[config.mk]
export PLATFORM = sky130hd
export DESIGN_NAME = counter_cmd_arbiter
export DESIGN_NICKNAME = d
export VERILOG_FILES = /design/src/rtl/counter_cmd_arbiter.sv
export SDC_FILE = /design/constraint.sdc
export NUM_CORES = 1
export LEC_CHECK = 0
export ABC_AREA = 1
export BUFFER_PORTS_ARGS = -buffer_cell sky130_fd_sc_hd__buf_4
export CAP_MARGIN = 0
export CORE_UTILIZATION = 45
export DETAILED_ROUTE_END_ITERATION = 8
export HOLD_SLACK_MARGIN = 0.03
export PLACE_DENSITY = 0.74
export SYNTH_ARGS = -nofsm -noshare
export SYNTH_HDL_FRONTEND = slang
export SYNTH_SLANG_ARGS = --single-unit
[constraint.sdc]
create_clock -name clk -period 6.6 [get_ports clk]
set_input_delay 0.33 -clock clk [delete_from_list [all_inputs] [get_ports clk]]
set_output_delay 0.33 -clock clk [all_outputs]
set_load 0.02 [all_outputs]
[src/rtl/counter_cmd_arbiter.sv]
// ---------------------------------------------------------------------------
// counter_cmd_arbiter
//
// Shares a single up/down loadable counter between NUM_REQ requesters.
// Each requester posts one command (load, count up N, count down N, read).
// The arbiter grants requesters one at a time in round-robin order, drives
// the counter control pins for as many cycles as the command needs, samples
// the counter once its output has settled, and returns that value with a
// one-cycle done pulse to the granted requester.
//
// Ports
//   clk           in   clock, all logic on posedge
//   reset         in   asynchronous active-low reset
//   req           in   [NUM_REQ]      per-requester request level
//   req_op        in   [2*NUM_REQ]    op per requester: 00 load, 01 up,
//                                     10 down, 11 read
//   req_data      in   [WIDTH*NUM_REQ] load value; low STEP_W bits are the
//                                     step count for up/down
//   gnt           out  [NUM_REQ]      one-hot grant, held for the whole command
//   done          out  [NUM_REQ]      one-cycle completion pulse
//   rsp_data      out  [WIDTH]        counter value, valid while done is high
//   busy          out                 high whenever the sequencer is not idle
//   cnt_enable    out                 counter count enable
//   cnt_updown    out                 counter direction, 1 = up
//   cnt_load      out                 counter synchronous load
//   cnt_data_in   out  [WIDTH]        counter load value
//   cnt_data_out  in   [WIDTH]        counter registered output
// ---------------------------------------------------------------------------
module counter_cmd_arbiter #(
   parameter int NUM_REQ = 4,
   parameter int WIDTH   = 8,
   parameter int STEP_W  = 4
) (
   input  logic                       clk,
   input  logic                       reset,
   input  logic [NUM_REQ-1:0]         req,
   input  logic [2*NUM_REQ-1:0]       req_op,
   input  logic [WIDTH*NUM_REQ-1:0]   req_data,
   output logic [NUM_REQ-1:0]         gnt,
   output logic [NUM_REQ-1:0]         done,
   output logic [WIDTH-1:0]           rsp_data,
   output logic                       busy,
   output logic                       cnt_enable,
   output logic                       cnt_updown,
   output logic                       cnt_load,
   output logic [WIDTH-1:0]           cnt_data_in,
   input  logic [WIDTH-1:0]           cnt_data_out
);

   localparam int IDX_W = $clog2(NUM_REQ);

   typedef enum logic [1:0] {
      S_IDLE = 2'b00,
      S_EXEC = 2'b01,
      S_WAIT = 2'b10,
      S_RESP = 2'b11
   } state_t;

   typedef enum logic [1:0] {
      OP_LOAD = 2'b00,
      OP_UP   = 2'b01,
      OP_DOWN = 2'b10,
      OP_READ = 2'b11
   } op_t;

   // Registered state
   state_t              state_q;
   op_t                 op_q;
   logic [IDX_W-1:0]    idx_q;
   logic [IDX_W-1:0]    ptr_q;
   logic [STEP_W-1:0]   steps_q;

   // Next-state values
   state_t              state_d;
   op_t                 op_d;
   logic [IDX_W-1:0]    idx_d;
   logic [IDX_W-1:0]    ptr_d;
   logic [STEP_W-1:0]   steps_d;
   logic [NUM_REQ-1:0]  gnt_d;
   logic [NUM_REQ-1:0]  done_d;
   logic [WIDTH-1:0]    rsp_d;
   logic                enable_d;
   logic                updown_d;
   logic                load_d;
   logic [WIDTH-1:0]    data_in_d;

   // Arbitration results
   logic                found;
   logic [IDX_W-1:0]    win_idx;
   op_t                 win_op;
   logic [WIDTH-1:0]    win_data;
   logic [STEP_W-1:0]   win_steps;

   // ------------------------------------------------------------------------
   // Round-robin winner: the first high req at or above ptr, otherwise the
   // first high req below ptr (the search wraps modulo NUM_REQ).
   // ------------------------------------------------------------------------
   always_comb begin
      // NOTE: every signal written here gets a default first, so no path can
      // leave it unassigned and infer a latch.
      found   = 1'b0;
      win_idx = '0;
      for (int k = 0; k < NUM_REQ; k++) begin
         if (!found && req[k] && (IDX_W'(k) >= ptr_q)) begin
            found   = 1'b1;
            win_idx = IDX_W'(k);
         end
      end
      for (int k = 0; k < NUM_REQ; k++) begin
         if (!found && req[k]) begin
            found   = 1'b1;
            win_idx = IDX_W'(k);
         end
      end
   end

   // Select the winner's op and data slices.
   always_comb begin
      win_op   = OP_LOAD;
      win_data = '0;
      for (int k = 0; k < NUM_REQ; k++) begin
         if (win_idx == IDX_W'(k)) begin
            win_op   = op_t'(req_op[2*k +: 2]);
            win_data = req_data[WIDTH*k +: WIDTH];
         end
      end
   end

   assign win_steps = win_data[STEP_W-1:0];

   // ------------------------------------------------------------------------
   // Next-state and next-output logic. The counter controls, grant and done
   // are registered, so they are computed here for the state being entered.
   // ------------------------------------------------------------------------
   always_comb begin
      state_d   = state_q;
      op_d      = op_q;
      idx_d     = idx_q;
      ptr_d     = ptr_q;
      steps_d   = steps_q;
      rsp_d     = rsp_data;
      enable_d  = 1'b0;
      updown_d  = 1'b0;
      load_d    = 1'b0;
      data_in_d = '0;
      gnt_d     = '0;
      done_d    = '0;

      unique case (state_q)
         S_IDLE: begin
            if (found) begin
               op_d  = win_op;
               idx_d = win_idx;
               unique case (win_op)
                  OP_LOAD: begin
                     // The load value is held in cnt_data_in for the single
                     // EXEC cycle, so no separate data register is needed.
                     state_d   = S_EXEC;
                     load_d    = 1'b1;
                     data_in_d = win_data;
                     steps_d   = '0;
                  end
                  OP_UP, OP_DOWN: begin
                     steps_d = win_steps;
                     if (win_steps == '0) begin
                        state_d = S_WAIT;
                     end else begin
                        state_d  = S_EXEC;
                        enable_d = 1'b1;
                        updown_d = (win_op == OP_UP);
                     end
                  end
                  default: begin
                     state_d = S_WAIT;
                     steps_d = '0;
                  end
               endcase
            end
         end

         S_EXEC: begin
            // steps_q counts the enable cycles still to run, including the
            // current one; the last one hands over to WAIT.
            if (op_q == OP_LOAD || steps_q <= STEP_W'(1)) begin
               state_d = S_WAIT;
               steps_d = '0;
            end else begin
               steps_d  = steps_q - 1'b1;
               enable_d = 1'b1;
               updown_d = (op_q == OP_UP);
            end
         end

         S_WAIT: begin
            // The counter has absorbed the last EXEC edge; sample it now.
            state_d = S_RESP;
            rsp_d   = cnt_data_out;
            for (int k = 0; k < NUM_REQ; k++) begin
               done_d[k] = (idx_q == IDX_W'(k));
            end
         end

         S_RESP: begin
            state_d = S_IDLE;
            if (idx_q == IDX_W'(NUM_REQ - 1)) begin
               ptr_d = '0;
            end else begin
               ptr_d = idx_q + 1'b1;
            end
         end

         default: begin
            state_d = S_IDLE;
         end
      endcase

      // Grant follows the latched index for every cycle outside IDLE.
      for (int k = 0; k < NUM_REQ; k++) begin
         gnt_d[k] = (state_d != S_IDLE) && (idx_d == IDX_W'(k));
      end
   end

   // ------------------------------------------------------------------------
   // State and output registers. Reset aborts any command in flight: all
   // controls drop at once and no done is issued.
   // ------------------------------------------------------------------------
   always_ff @(posedge clk or negedge reset) begin
      // NOTE: sequential state uses non-blocking assignments so every
      // register samples the pre-edge values, independent of statement order.
      if (!reset) begin
         state_q     <= S_IDLE;
         op_q        <= OP_LOAD;
         idx_q       <= '0;
         ptr_q       <= '0;
         steps_q     <= '0;
         gnt         <= '0;
         done        <= '0;
         rsp_data    <= '0;
         cnt_enable  <= 1'b0;
         cnt_updown  <= 1'b0;
         cnt_load    <= 1'b0;
         cnt_data_in <= '0;
      end else begin
         state_q     <= state_d;
         op_q        <= op_d;
         idx_q       <= idx_d;
         ptr_q       <= ptr_d;
         steps_q     <= steps_d;
         gnt         <= gnt_d;
         done        <= done_d;
         rsp_data    <= rsp_d;
         cnt_enable  <= enable_d;
         cnt_updown  <= updown_d;
         cnt_load    <= load_d;
         cnt_data_in <= data_in_d;
      end
   end

   assign busy = (state_q != S_IDLE);

endmodule

After elaboration in Yosys (flattened, before gate mapping)
Cells that the tools add are included.
{ "word_totals": {"out_inout_bits": 28, "elab_cells": 123, "register_bits": 39} }
{ "op_classes": {"eq_ne": 16, "reduce_logical": 36, "mux": 52, "n_addsub": 2, "order_cmp": 5} }
{ "ops": {"columns": ["cell", "count"], "rows": [
  ["$mux 8", 7],
  ["$mux 2", 16],
  ["$mux 1", 20],
  ["$eq 2x2->1 const B", 9],
  ["$mux 4", 4],
  ["$logic_and 1x1->1", 15],
  ["$eq 2x1->1 const B", 6],
  ["$logic_not 2->1", 6],
  ["$pmux 2 s4", 1],
  ["$pmux 4 s2", 1],
  ["$logic_not 1->1", 7],
  ["$reduce_bool 2->1", 3],
  ["$ge 1x2->1 const A", 2],
  ["$ge 2x2->1 const A", 2],
  ["$le 4x1->1 const B", 1],
  ["$logic_not 4->1", 1],
  ["$pmux 1 s2", 2],
  ["$pmux 2 s2", 1],
  ["$reduce_and 2->1", 2],
  ["$sub 4x1->4 const B", 1],
  ["$add 2x1->2 const B", 1],
  ["$ne 2x2->1 const B", 1],
  ["$reduce_or 2->1", 1],
  ["$logic_or 1x1->1", 1]
]} }

Logic depth before layout (Yosys ltp)
{ "depth": {"word_depth": 39, "mapped_depth": 20, "depth_no_buf": 19} }

Worst setup path before layout
Ideal clock, no wire load.
{ "synth_path": {"kind": "register -> register", "startpoint": "reg ptr_q[1]", "endpoint": "reg gnt[0]", "path_stages_with_launch": 18, "arrival_time_ps": 2226, "path_buffers": 1, "t_required_ps": 6482, "path_slack_ps": 4255, "path_cell_list": "dfrtp_1 nand2_1 nand2_1 nand2_2 nor2_4 nand3_2 nand2_4 buf_6 nand2_1 o21ai_0 inv_1 ha_1 inv_1 nand2_2 nand2_1 nand3_2 nor2_4 nor2_2"} }
{ "synth_via": {"elab_chain_len": 39, "word_cells_on_any_way": 63, "cone_classes": "4 x order compare; 5 x eq/ne; 29 x mux; 25 x reduce/logical"} }
{ "synth_rtl": {"columns": ["item", "line", "source"], "rows": [
  ["from (decl)", "70", "logic [IDX_W-1:0] ptr_q;"],
  ["from (signal assigned)", "247", "ptr_q <= ptr_d;"],
  ["$ge 1x2->1", "104", "if (!found && req[k] && (IDX_W'(k) >= ptr_q)) begin"],
  ["$logic_and 1x1->1", "104", null],
  ["$mux 1", "104", null],
  ["$logic_not 1->1", "104", null],
  ["$logic_and 1x1->1 (2 in a row)", "104", null],
  ["$mux 1", "104", null],
  ["$logic_not 1->1", "104", null],
  ["$logic_and 1x1->1 (2 in a row)", "104", null],
  ["[22 not listed]", null, null],
  ["named net win_op[0]", "90", "op_t win_op;"],
  ["[1 not listed]", null, null],
  ["$reduce_or 2->1", "154", "unique case (win_op)"],
  ["$pmux 2 s2 (*)", "154", null],
  ["$mux 2 (*)", "151", "if (found) begin"],
  ["$pmux 2 s4 (*)", "149", "unique case (state_q)"],
  ["named net state_d[1]", "74", "state_t state_d;"],
  ["$reduce_bool 2->1 (*)", "219", "gnt_d[k] = (state_d != S_IDLE) && (idx_d == IDX_W'(k));"],
  ["$logic_and 1x1->1 (*)", "219", null],
  ["named net gnt_d[0]", "79", "logic [NUM_REQ-1:0] gnt_d;"],
  ["to (signal assigned)", "249", "gnt <= gnt_d;"],
  ["to (decl)", "39", "output logic [NUM_REQ-1:0] gnt,"]
]} }
Mark *: on every way through the listed nets, which the timed path passes. The rest lies on a longest branch.
A chain may end at the register's enable or synchronous reset.

Worst setup path after layout
{ "layout_path": {"startpoint": "reg ptr_q[0]", "endpoint": "reg gnt[0]"} }
Same word-level chain as after synthesis.

==> summary.txt <==
Worst setup path
  – Arrival @ worst endpoint: between 2000 and 3000 ps
  – Req. time, crit path: 6780 ps
  – CP startpoint kind: register
  – Maximum fanout along the worst path: 23
  – Crit end category: register
  – Critical path class: register to register

STA
  – Relative slew slack: a little over three fifths
  – Time the final worst path needs with I/O delays and setup: between 2000 and 3000 ps
  – Clock tree skew after final layout: roughly 5.4 ps
  – RSZ-0062 raised after global routing: false
  – Final hold violations: 0
  – WHS: roughly 240 ps
  – Setup TNS: 0 ps
  – Post-route setup slack: ~4000 ps
  – Timing-limited maximum frequency: roughly 370 MHz
  – Max Transition Viols Final: 0
  – Actual slew at the worst max-slew pin: roughly 560 ps
  – Endpoints failing setup: 0
  – Final Cycle Share: 40.9%

Place
  – Total placed instance area: ~2800 µm²
  – Setup slack at placement: 3850 ps
  – Number of placed instances with taps included: 387
  – Half-perimeter wire length after detailed placement: 3740 µm
  – Quantity of I/O buffers inserted on ports: 81
  – Placer Congestion: 0.801

Clocking
  – TritonCTS clock tree: built
  – Clock H-tree levels: 2
  – Worst-Skew Late Latency: between 200 and 300 ps
  – Bufs on Longest Clock Path: 2
  – Sink Count: 39
  – Inserted Clock Buffers: 5
  – Clock-pin slew reported for the worst setup and hold paths after clock tree synthesis: approximately 80 ps
  – Clock root buffer: clkbuf_8
  – Post-CTS setup buffers: 0

Drt
  – DRC violation total after the first TritonRoute iteration: between 100 and 150
  – ANT nets after route: 0
  – Drt via density: roughly 4.9
  – Vias: approximately 1900
  – DRC errors left: 6
  – Final wirelength: ~4700 µm
  – Routed wire length per instance: 12.0 µm
  – First-pass DRT Iterations: 6

Logic synthesis
  – Distinct cell type count of the synthesized netlist: 27
  – Number of instances in the synthesized netlist: ~260
  – Yosys synthesis warning count: 0
  – Mapped Avg Cell Area: between 8 and 9 µm²
  – Post-synthesis instance area: roughly 2100 µm²
  – Mapped Nets: 322
  – Seq/Total Area, Yosys: about 46%
  – Synth Register Bits: 39

Global route
  – GRT Total Usage: 20.7%
  – Wire length of the first global-routing pass: ~8000 µm
  – Global route overflow: 0
  – Number of antenna violations at the first check in global routing: 0
  – Maximum number of pins on one net before global-route repair: 40
  – Via count of the first global-routing pass: ~1900

Final layout
  – Layout cell share with drive strength beyond 1: between 30 and 40%
  – Post-Layout Cell Count: between 300 and 400
  – Finished Cell Area: about 2900 µm²
  – Count of nets after finishing: 406
  – Post-layout util: 65.4%
  – Syn-to-layout area delta: 36.6%
  – Antenna diode count: 0

Floorplan
  – Number of ports placed on the die boundary: between 80 and 90
  – Core box area: ~4500 µm²
  – Starting density of the core: between 40% and 50%
  – Die Outline Area: 5040 µm²
  – Die Wd: 71.0 µm
  – Die Y-Extent: just over 70 µm
  – Core Rows: 24

Power and ir drop
  – Static leakage: 1.58 nW
  – Maximum vdd drop: 0.186 mV
  – Total Power Consumption: about 1.4 mW
  – Power per standard cell area: ~470 nW/µm²

Min path
  – Hold/Removal Path Class: input pin to register

Run status
  – Status: finished, violations left
  – Violated checks: design-rule violations

Run
  – Count of max-cap constraint violations: 0
[area by class of cell]
| class | instances | area [µm²] |
|---|---|---|
| multi-input cells | 179 | 993 |
| clock buffers | 5 | 68.8 |
| flip-flops and latches | 39 | 976 |
| clock inverters | 3 | 67.6 |
| repair buffers | 82 | 618 |
| fillers | 413 | 1550 |
| inverters | 36 | 138 |
| well taps | 52 | 65.1 |
[repair_timing]
item	4_1_cts	5_1_grt
gates resized for setup	0	0
hold buffers	1	0
endpoints found under the hold margin	39	0
[where the power goes]
part / leakage, nW / switching (mW) / internal [mW]
logic: 1.01 / 0.477 / 0.277
registers: 0.501 / 0.0555 / 0.335
clock network: 0.0644 / 0.0838 / 0.151
total: 1.58 / 0.616 / 0.763
[cells in the final DEF, fill, tap and decap left out, types with 2 or more instances in the layout]
master and count:
buf_4 81, nand2_1 66, dfrtp_1 39, inv_1 34, nand3_1 25, nor2_1 22
o21ai_0 14, ha_1 9, nand3_2 6, nor2_2 6, nand2_2 5, clkbuf_8 5
nand4_2 4, o211ai_1 4, nor2_4 3, a31oi_1 3, nand2_4 2, nand3b_1 2
a21oi_1 2, xor2_1 2, bufinv_16 2
[flip-flops by register name, indices dropped and copies added (netlist names)]
register     count
cnt_data_in      8
cnt_enable       1
cnt_load         1
cnt_updown       1
done             4
gnt              4
idx_q            2
op_q             2
ptr_q            2
rsp_data         8
state_q          2
steps_q          4
[worst max-delay path, stage by stage (launching register included)]
cell	delay [ps]
dfrtp_1	390
nand2_1	70
nand2_1	90
nand2_2	80
nor2_4	150
nand3_2	110
nand2_4	230
nand2_1	190
o21ai_0	330
inv_1	110
ha_1	320
inv_1	70
nand2_2	60
nand2_1	60
nand3_2	90
nor2_4	200
nor2_2	50
[path summary, 6_finish.rpt]
check | endpoint | cells past startpoint | slack, ps | start
min reg2reg | rsp_data[2]$_DFFE_PN0P_ | 2 | 480 | rsp_data[2]$_DFFE_PN0P_
min in group asynchronous | ptr_q[0]$_DFFE_PN0N_ | 2 | 540 | reset
max reg2reg | gnt[0]$_DFF_PN0_ | 16 | 3900 | ptr_q[0]$_DFFE_PN0N_
max | gnt[0]$_DFF_PN0_ | 16 | 3900 | ptr_q[0]$_DFFE_PN0N_
max in group asynchronous | rsp_data[2]$_DFFE_PN0P_ | 2 | 5720 | reset
min | rsp_data[5]$_DFFE_PN0P_ | 3 | 240 | cnt_data_out[5]
[cells in the mapped netlist]
master,instances,area share [%]
nand2_1,66,12
a21oi_1,2,0.47
inv_1,34,6.0
inv_4,1,0.29
clkbuf_1,2,0.35
a21o_1,1,0.35
buf_6,2,1.1
nor3_1,1,0.23
dfrtp_1,39,46
nor2_2,6,1.8
o211ai_1,4,1.4
nand4_2,4,2.3
buf_2,1,0.23
nor2_4,3,1.6
nand3_2,6,2.8
nand3b_1,2,0.70
xor2_1,2,0.82
inv_2,1,0.18
ha_1,9,5.3
nor2_1,22,3.9
o32ai_1,1,0.41
a31oi_1,3,0.88
nand2_2,5,1.5
nand3_1,25,5.8
o31ai_1,1,0.35
o21ai_0,14,3.3
nand2_4,2,1.1
[kinds of logic (layout without fill, tap and decap cells)]
family	count (synthesis)	count (layout)	synth area share, %
adder cells (fa/ha/maj)	9	9	5.26
XOR/XNOR	2	2	0.818
buffers and inverters	41	126	8.06
AND/OR/NAND/NOR	142	142	33.2
flip-flops	39	39	45.6
AO/OA/AOI/OAI	26	26	7.13
[layer usage]
layer / GRT usage [%] / up-vias / part of all wire (%)
li1: - / 994 / -
met1: 26.4 / 849 / 44
met3: 3.85 / 8 / 6.7
met4: 6.67 / 0 / 1.3
met5: 0 / - / 0
met2: 35.8 / 73 / 48
Power figures use the tool's default switching activity.
